==> config.mk <==
export PLATFORM = sky130hd
export DESIGN_NAME = mips_multicycle_ctrl
export DESIGN_NICKNAME = d
export VERILOG_FILES = /design/src/rtl/mips_ctrl_pkg.sv /design/src/rtl/mips_multicycle_ctrl_alu_decoder.sv /design/src/rtl/mips_multicycle_ctrl.sv
export SDC_FILE = /design/constraint.sdc
export NUM_CORES = 1
export LEC_CHECK = 0
export CAP_MARGIN = 20
export CORE_AREA = 2 2 45 47
export DETAILED_ROUTE_END_ITERATION = 16
export DIE_AREA = 0 0 47 49
export PLACE_DENSITY = 0.81
export SLEW_MARGIN = 20
export SYNTH_ARGS = -nofsm -noshare
export SYNTH_HDL_FRONTEND = slang
export SYNTH_HIERARCHICAL = 1
export SYNTH_SLANG_ARGS = --single-unit
==> constraint.sdc <==
create_clock -name clk -period 2 [get_ports clk]
set_clock_uncertainty 0.2 [all_clocks]
set_input_delay 0.2 -clock clk [delete_from_list [all_inputs] [get_ports clk]]
set_output_delay 0.2 -clock clk [all_outputs]
set_load 0.02 [all_outputs]
==> src/rtl/mips_ctrl_pkg.sv <==
// Shared encodings for the multicycle MIPS control unit.
// Optional ADDI support is enabled by defining MIPS_CTRL_ADDI_EN.
package mips_ctrl_pkg;

  localparam logic [5:0] OP_RTYPE = 6'b000000;
  localparam logic [5:0] OP_LW    = 6'b100011;
  localparam logic [5:0] OP_SW    = 6'b101011;
  localparam logic [5:0] OP_BEQ   = 6'b000100;
  localparam logic [5:0] OP_ADDI  = 6'b001000;
  localparam logic [5:0] OP_J     = 6'b000010;

  localparam logic [5:0] FUNCT_ADD = 6'b100000;
  localparam logic [5:0] FUNCT_SUB = 6'b100010;
  localparam logic [5:0] FUNCT_AND = 6'b100100;
  localparam logic [5:0] FUNCT_OR  = 6'b100101;
  localparam logic [5:0] FUNCT_SLT = 6'b101010;

  typedef enum logic [2:0] {
    ALU_AND = 3'b000,
    ALU_OR  = 3'b001,
    ALU_ADD = 3'b010,
    ALU_SUB = 3'b110,
    ALU_SLT = 3'b111
  } alucont_t;

  typedef enum logic [1:0] {
    ALUOP_ADD   = 2'b00,
    ALUOP_SUB   = 2'b01,
    ALUOP_FUNCT = 2'b10
  } aluop_t;

  typedef enum logic [3:0] {
    S_FETCH   = 4'd0,
    S_DECODE  = 4'd1,
    S_MEMADR  = 4'd2,
    S_MEMRD   = 4'd3,
    S_MEMWB   = 4'd4,
    S_MEMWR   = 4'd5,
    S_RTYPEEX = 4'd6,
    S_RTYPEWB = 4'd7,
    S_BEQEX   = 4'd8,
    S_JEX     = 4'd9
`ifdef MIPS_CTRL_ADDI_EN
    ,
    S_ADDIEX  = 4'd10,
    S_ADDIWB  = 4'd11
`endif
  } ctrl_state_t;

endpackage

==> src/rtl/mips_multicycle_ctrl_alu_decoder.sv <==
// Combinational ALU decoder: maps the FSM's ALU request plus funct to ALUcont.
module alu_decoder
  import mips_ctrl_pkg::*;
(
  input  aluop_t      i_aluop,
  input  logic [5:0]  i_funct,
  output alucont_t    o_alucont
);

  // Unrecognised funct codes fall back to ADD so the write-back still happens.
  always_comb begin
    o_alucont = ALU_ADD;
    case (i_aluop)
      ALUOP_ADD: o_alucont = ALU_ADD;
      ALUOP_SUB: o_alucont = ALU_SUB;
      ALUOP_FUNCT: begin
        case (i_funct)
          FUNCT_ADD: o_alucont = ALU_ADD;
          FUNCT_SUB: o_alucont = ALU_SUB;
          FUNCT_AND: o_alucont = ALU_AND;
          FUNCT_OR:  o_alucont = ALU_OR;
          FUNCT_SLT: o_alucont = ALU_SLT;
          default:   o_alucont = ALU_ADD;
        endcase
      end
      default: o_alucont = ALU_ADD;
    endcase
  end

endmodule

==> src/rtl/mips_multicycle_ctrl.sv <==
// Multicycle MIPS control FSM with ALU decoder and branch-qualified PC enable.
// Define MIPS_CTRL_ADDI_EN to add the ADDIEX/ADDIWB states for addi.
module mips_multicycle_ctrl
  import mips_ctrl_pkg::*;
(
  input  logic       clk,
  input  logic       reset,
  input  logic [5:0] op,
  input  logic [5:0] funct,
  input  logic       zero,
  output logic [2:0] ALUcont,
  output logic       alusrca,
  output logic [1:0] alusrcb,
  output logic [1:0] pcsrc,
  output logic       iord,
  output logic       irwrite,
  output logic       memwrite,
  output logic       regwrite,
  output logic       regdst,
  output logic       memtoreg,
  output logic       pcen
);

  ctrl_state_t r_state;
  ctrl_state_t w_next;

  aluop_t      w_aluop;
  alucont_t    w_aluDec;
  logic        w_aluActive;
  logic        w_alusrca;
  logic [1:0]  w_alusrcb;
  logic [1:0]  w_pcsrc;
  logic        w_iord;
  logic        w_irwrite;
  logic        w_memwrite;
  logic        w_regwrite;
  logic        w_regdst;
  logic        w_memtoreg;
  logic        w_pcwrite;
  logic        w_branch;

  always_ff @(posedge clk) begin
    if (reset) r_state <= S_FETCH;
    else       r_state <= w_next;
  end

  always_comb begin
    w_next      = S_FETCH;
    w_aluop     = ALUOP_ADD;
    w_aluActive = 1'b0;
    w_alusrca   = 1'b0;
    w_alusrcb   = 2'b00;
    w_pcsrc     = 2'b00;
    w_iord      = 1'b0;
    w_irwrite   = 1'b0;
    w_memwrite  = 1'b0;
    w_regwrite  = 1'b0;
    w_regdst    = 1'b0;
    w_memtoreg  = 1'b0;
    w_pcwrite   = 1'b0;
    w_branch    = 1'b0;
    case (r_state)
      S_FETCH: begin
        w_irwrite   = 1'b1;
        w_alusrcb   = 2'b01;
        w_aluActive = 1'b1;
        w_pcwrite   = 1'b1;
        w_next      = S_DECODE;
      end
      S_DECODE: begin
        w_alusrcb   = 2'b11;
        w_aluActive = 1'b1;
        case (op)
          OP_LW, OP_SW: w_next = S_MEMADR;
          OP_RTYPE:     w_next = S_RTYPEEX;
          OP_BEQ:       w_next = S_BEQEX;
          OP_J:         w_next = S_JEX;
`ifdef MIPS_CTRL_ADDI_EN
          OP_ADDI:      w_next = S_ADDIEX;
`endif
          default:      w_next = S_FETCH;
        endcase
      end
      S_MEMADR: begin
        w_alusrca   = 1'b1;
        w_alusrcb   = 2'b10;
        w_aluActive = 1'b1;
        w_next      = (op == OP_LW) ? S_MEMRD : S_MEMWR;
      end
      S_MEMRD: begin
        w_iord = 1'b1;
        w_next = S_MEMWB;
      end
      S_MEMWB: begin
        w_memtoreg = 1'b1;
        w_regwrite = 1'b1;
      end
      S_MEMWR: begin
        w_iord     = 1'b1;
        w_memwrite = 1'b1;
      end
      S_RTYPEEX: begin
        w_alusrca   = 1'b1;
        w_aluop     = ALUOP_FUNCT;
        w_aluActive = 1'b1;
        w_next      = S_RTYPEWB;
      end
      S_RTYPEWB: begin
        w_regdst   = 1'b1;
        w_regwrite = 1'b1;
      end
      S_BEQEX: begin
        w_alusrca   = 1'b1;
        w_aluop     = ALUOP_SUB;
        w_aluActive = 1'b1;
        w_pcsrc     = 2'b01;
        w_branch    = 1'b1;
      end
      S_JEX: begin
        w_pcsrc   = 2'b10;
        w_pcwrite = 1'b1;
      end
`ifdef MIPS_CTRL_ADDI_EN
      S_ADDIEX: begin
        w_alusrca   = 1'b1;
        w_alusrcb   = 2'b10;
        w_aluActive = 1'b1;
        w_next      = S_ADDIWB;
      end
      S_ADDIWB: begin
        w_regwrite = 1'b1;
      end
`endif
      default: w_next = S_FETCH;
    endcase
  end

  alu_decoder u_aluDecoder (
    .i_aluop   (w_aluop),
    .i_funct   (funct),
    .o_alucont (w_aluDec)
  );

  // Reset silences every output so an aborted instruction cannot write anything.
  assign ALUcont  = (reset || !w_aluActive) ? 3'b000 : w_aluDec;
  assign alusrca  = !reset && w_alusrca;
  assign alusrcb  = reset ? 2'b00 : w_alusrcb;
  assign pcsrc    = reset ? 2'b00 : w_pcsrc;
  assign iord     = !reset && w_iord;
  assign irwrite  = !reset && w_irwrite;
  assign memwrite = !reset && w_memwrite;
  assign regwrite = !reset && w_regwrite;
  assign regdst   = !reset && w_regdst;
  assign memtoreg = !reset && w_memtoreg;
  assign pcen     = !reset && (w_pcwrite || (w_branch && zero));

endmodule
==> results.sh <==
export IMPL_synth_edff_count=0
export IMPL_rr_endpoint="r_state[2]"
export IMPL_drv_cap=0
export IMPL_dp_hpwl_microns=1460
export IMPL_grt_max_degree=14
export IMPL_async_reset_ff_share_pct=0
export IMPL_clkSinkCount=4
export IMPL_core_sq_mm=0.00184
export IMPL_synth_largest_area_cell="dfxtp_1"
export IMPL_ys_seq_area_share_pct=13.6
export IMPL_yosys_cell_types_count=39
export IMPL_cp_max_fo=3
export IMPL_syn_avg_cell_area_sq_um=7.57
export IMPL_rsz0062_at_grt="true"
export IMPL_r2r_cells=5
export IMPL_boundaryPins=30
export IMPL_clockRootBuffer="clkbuf_4"
export IMPL_fin_ws_ns=-0.156
export IMPL_whs_ns=0.396
export IMPL_drc=0
export IMPL_wirelength_microns=2000
export IMPL_yosys_warnings=6
export IMPL_die_h_microns=49
export IMPL_htreeDepth=1
export IMPL_crit_family="simple AND/OR/NAND/NOR gates"
export IMPL_ys_top_cells_by_area="dfxtp_1 14%, nor2_1 6.4%, nand2b_1 5.3%"
export IMPL_worst_pin_slew_ns=0.392
export IMPL_dp_slack_ns=-0.503
export IMPL_hold_end="r_state[2]"
export IMPL_dr_first_iter_drc_count=4
export IMPL_post_route_period_util_pct=108
export IMPL_grt_overflow_total=0
export IMPL_critical_path_required_ns=1.60
export IMPL_regArea_sq_um=83.8
export IMPL_cp_cell_sequence="nand3b_1 -> nor2_4 -> ha_4 -> nand4bb_4 -> o22ai_2 -> and2_4 -> buf_6"
export IMPL_nets=143
export IMPL_setup_tns_final_ns=-0.400
export IMPL_area_growth_pct=92.4
export IMPL_routedWlPerCell_microns=13.2
export IMPL_clk_latency_ns=0.23
export IMPL_die_w_microns=47
export IMPL_power_leakage_nw=0.468
export IMPL_hold_path_class="input pin to register"
export IMPL_num_vias=766
export IMPL_synth_most_common_cell="nor2_1"
export IMPL_r2r_slack_ns=0.47
export IMPL_drive_above_1_share_pct=46.0
export IMPL_ys_ff_latch=4
export IMPL_grt_pass1_wl_microns=3150
export IMPL_min_from="reset"
export IMPL_hold_viol_final=0
export IMPL_cts_tree="yes"
export IMPL_ys_top_cells_by_count="10 x nor2_1, 6 x nor3_1, 5 x nand2b_1"
export IMPL_clkTransAtPathRegs_ns=0.03
export IMPL_n_fill_cell=165
export IMPL_clockBufferDepth=2
export IMPL_maxSlewViolCount=0
export IMPL_cpPeakStageDelay_ns=0.40
export IMPL_n_antenna_cell=0
export IMPL_end_kind="output pin"
export IMPL_setup_worst_path_start_class="register"
export IMPL_synthCells=78
export IMPL_relSlewSlack_pct=73.6
export IMPL_regMostFlops="r_state"
export IMPL_reg_top3="r_state x4"
export IMPL_grt_pass1_vias=749
export IMPL_design_die_area_sq_mm=0.00230
export IMPL_setup_violations_final=3
export IMPL_numPortBuffers=29
export IMPL_rows=16
export IMPL_worstSetupPathType="register to output pin"
export IMPL_fmax_ghz=0.464
export IMPL_synth_area_sq_um=591
export IMPL_antenna_found_initial=0
export IMPL_fin_crit_ns=2.16
export IMPL_arrival_ns=1.76
export IMPL_cts_hold_buf=0
export IMPL_irDropWorstVdd_v=0.000184
export IMPL_slowest_stage="dfxtp_1"
export IMPL_drt_pass1_iter_count=4
export IMPL_path_buf_inv=1
export IMPL_dominantRegCellSynth="dfxtp_1"
export IMPL_initial_core_util_pct=32.1
export IMPL_antenna_left=0
export IMPL_violations="negative setup slack"
export IMPL_gr_usage_all_layers_pct=18.7
export IMPL_multi_input_area_sq_um=563
export IMPL_timing_rr_start="r_state[3]"
export IMPL_viasPerCell=5.07
export IMPL_cts_made_buffers=3
export IMPL_gp_congestion=0.796
export IMPL_synthesis_nets=95
export IMPL_largest_reg_flops=4
export IMPL_netlist_area_leader_share_pct=13.6
export IMPL_status="complete, but fails checks"
export IMPL_min_delay_path_depth=3
export IMPL_p_per_area_mw_per_mm2=267
placed cells by master (no fill, tap or decap), types with 3 or more instances in the layout:
cell and n:
buf_4 16, clkdlybuf4s50_1 13, nor2_1 8, buf_6 6, dlygate4sd2_1 5, nand2b_1 4, nor3_1 4, nor4_1 3
clkbuf_4 3, buf_2 3, dfxtp_2 3
how the worst max path moves through the flow:
stage | endpoint | start | cells past startpoint
after floorplan | ALUcont[2] | r_state[1] | 7
after global placement | ALUcont[0] | reset | 5
after detailed placement | ALUcont[2] | r_state[2] | 8
after CTS | ALUcont[2] | r_state[2] | 8
after global routing | ALUcont[2] | r_state[1] | 7
final | ALUcont[2] | r_state[1] | 7
power breakdown:
| group | internal [mW] | total [mW] | switching [mW] |
|---|---|---|---|
| Sequential | 0.0827 | 0.0866 | 0.00385 |
| Clock | 0.0670 | 0.0976 | 0.0306 |
| Combinational | 0.0660 | 0.119 | 0.0533 |
| Total | 0.216 | 0.304 | 0.0878 |
kinds of logic after synthesis:
group / after synthesis / share of synthesized area [%]
compound gates: 12 / 14.2
xor+xnor: 3 / 4.45
fa+ha+maj: 2 / 4.24
buf+inv: 8 / 7.41
flops: 4 / 13.6
mux: 1 / 1.91
simple gates: 48 / 54.2
cell type report:
cell class / instances / area share (%)
well taps: 27 / 2.97
clock buffers: 3 / 1.98
repair buffers: 48 / 37.1
flip-flops and latches: 4 / 7.38
multi-input cells: 66 / 49.6
inverters: 3 / 0.991
layer usage:
| metal | track usage (%) | up-vias | routed length (microns) |
|---|---|---|---|
| li1 | - | 382 | - |
| met1 | 21.1 | 354 | 792 |
| met2 | 32.2 | 28 | 1100 |
| met3 | 3.70 | 2 | 88 |
| met4 | 7.87 | 0 | 14 |
| met5 | 0 | - | 0 |
tightest hold or removal path: stages:
cell and delay [ns]:
dlygate4sd2_1 0.34, a211oi_1 0.11, a21boi_0 0.12
through the flow:
stage | std cells | power (mW) | area (sq um) | utilization [%]
floorplan | 78 | 0.135 | 598 | -
global placement | 146 | 0.201 | 1020 | 55.2
detailed placement | 146 | 0.204 | 1020 | 55.2
CTS | 150 | 0.305 | 1110 | 60.1
global route | 151 | 0.327 | 1140 | 61.7
finish | 151 | 0.304 | 1140 | 61.7
timing repair:
item / CTS / global route
pin swaps: 5 / 3
setup buffers: 1 / 1
gates resized for setup: 63 / 10
endpoints found under the setup margin: 15 / 9
(Power assumes the default switching activity.)
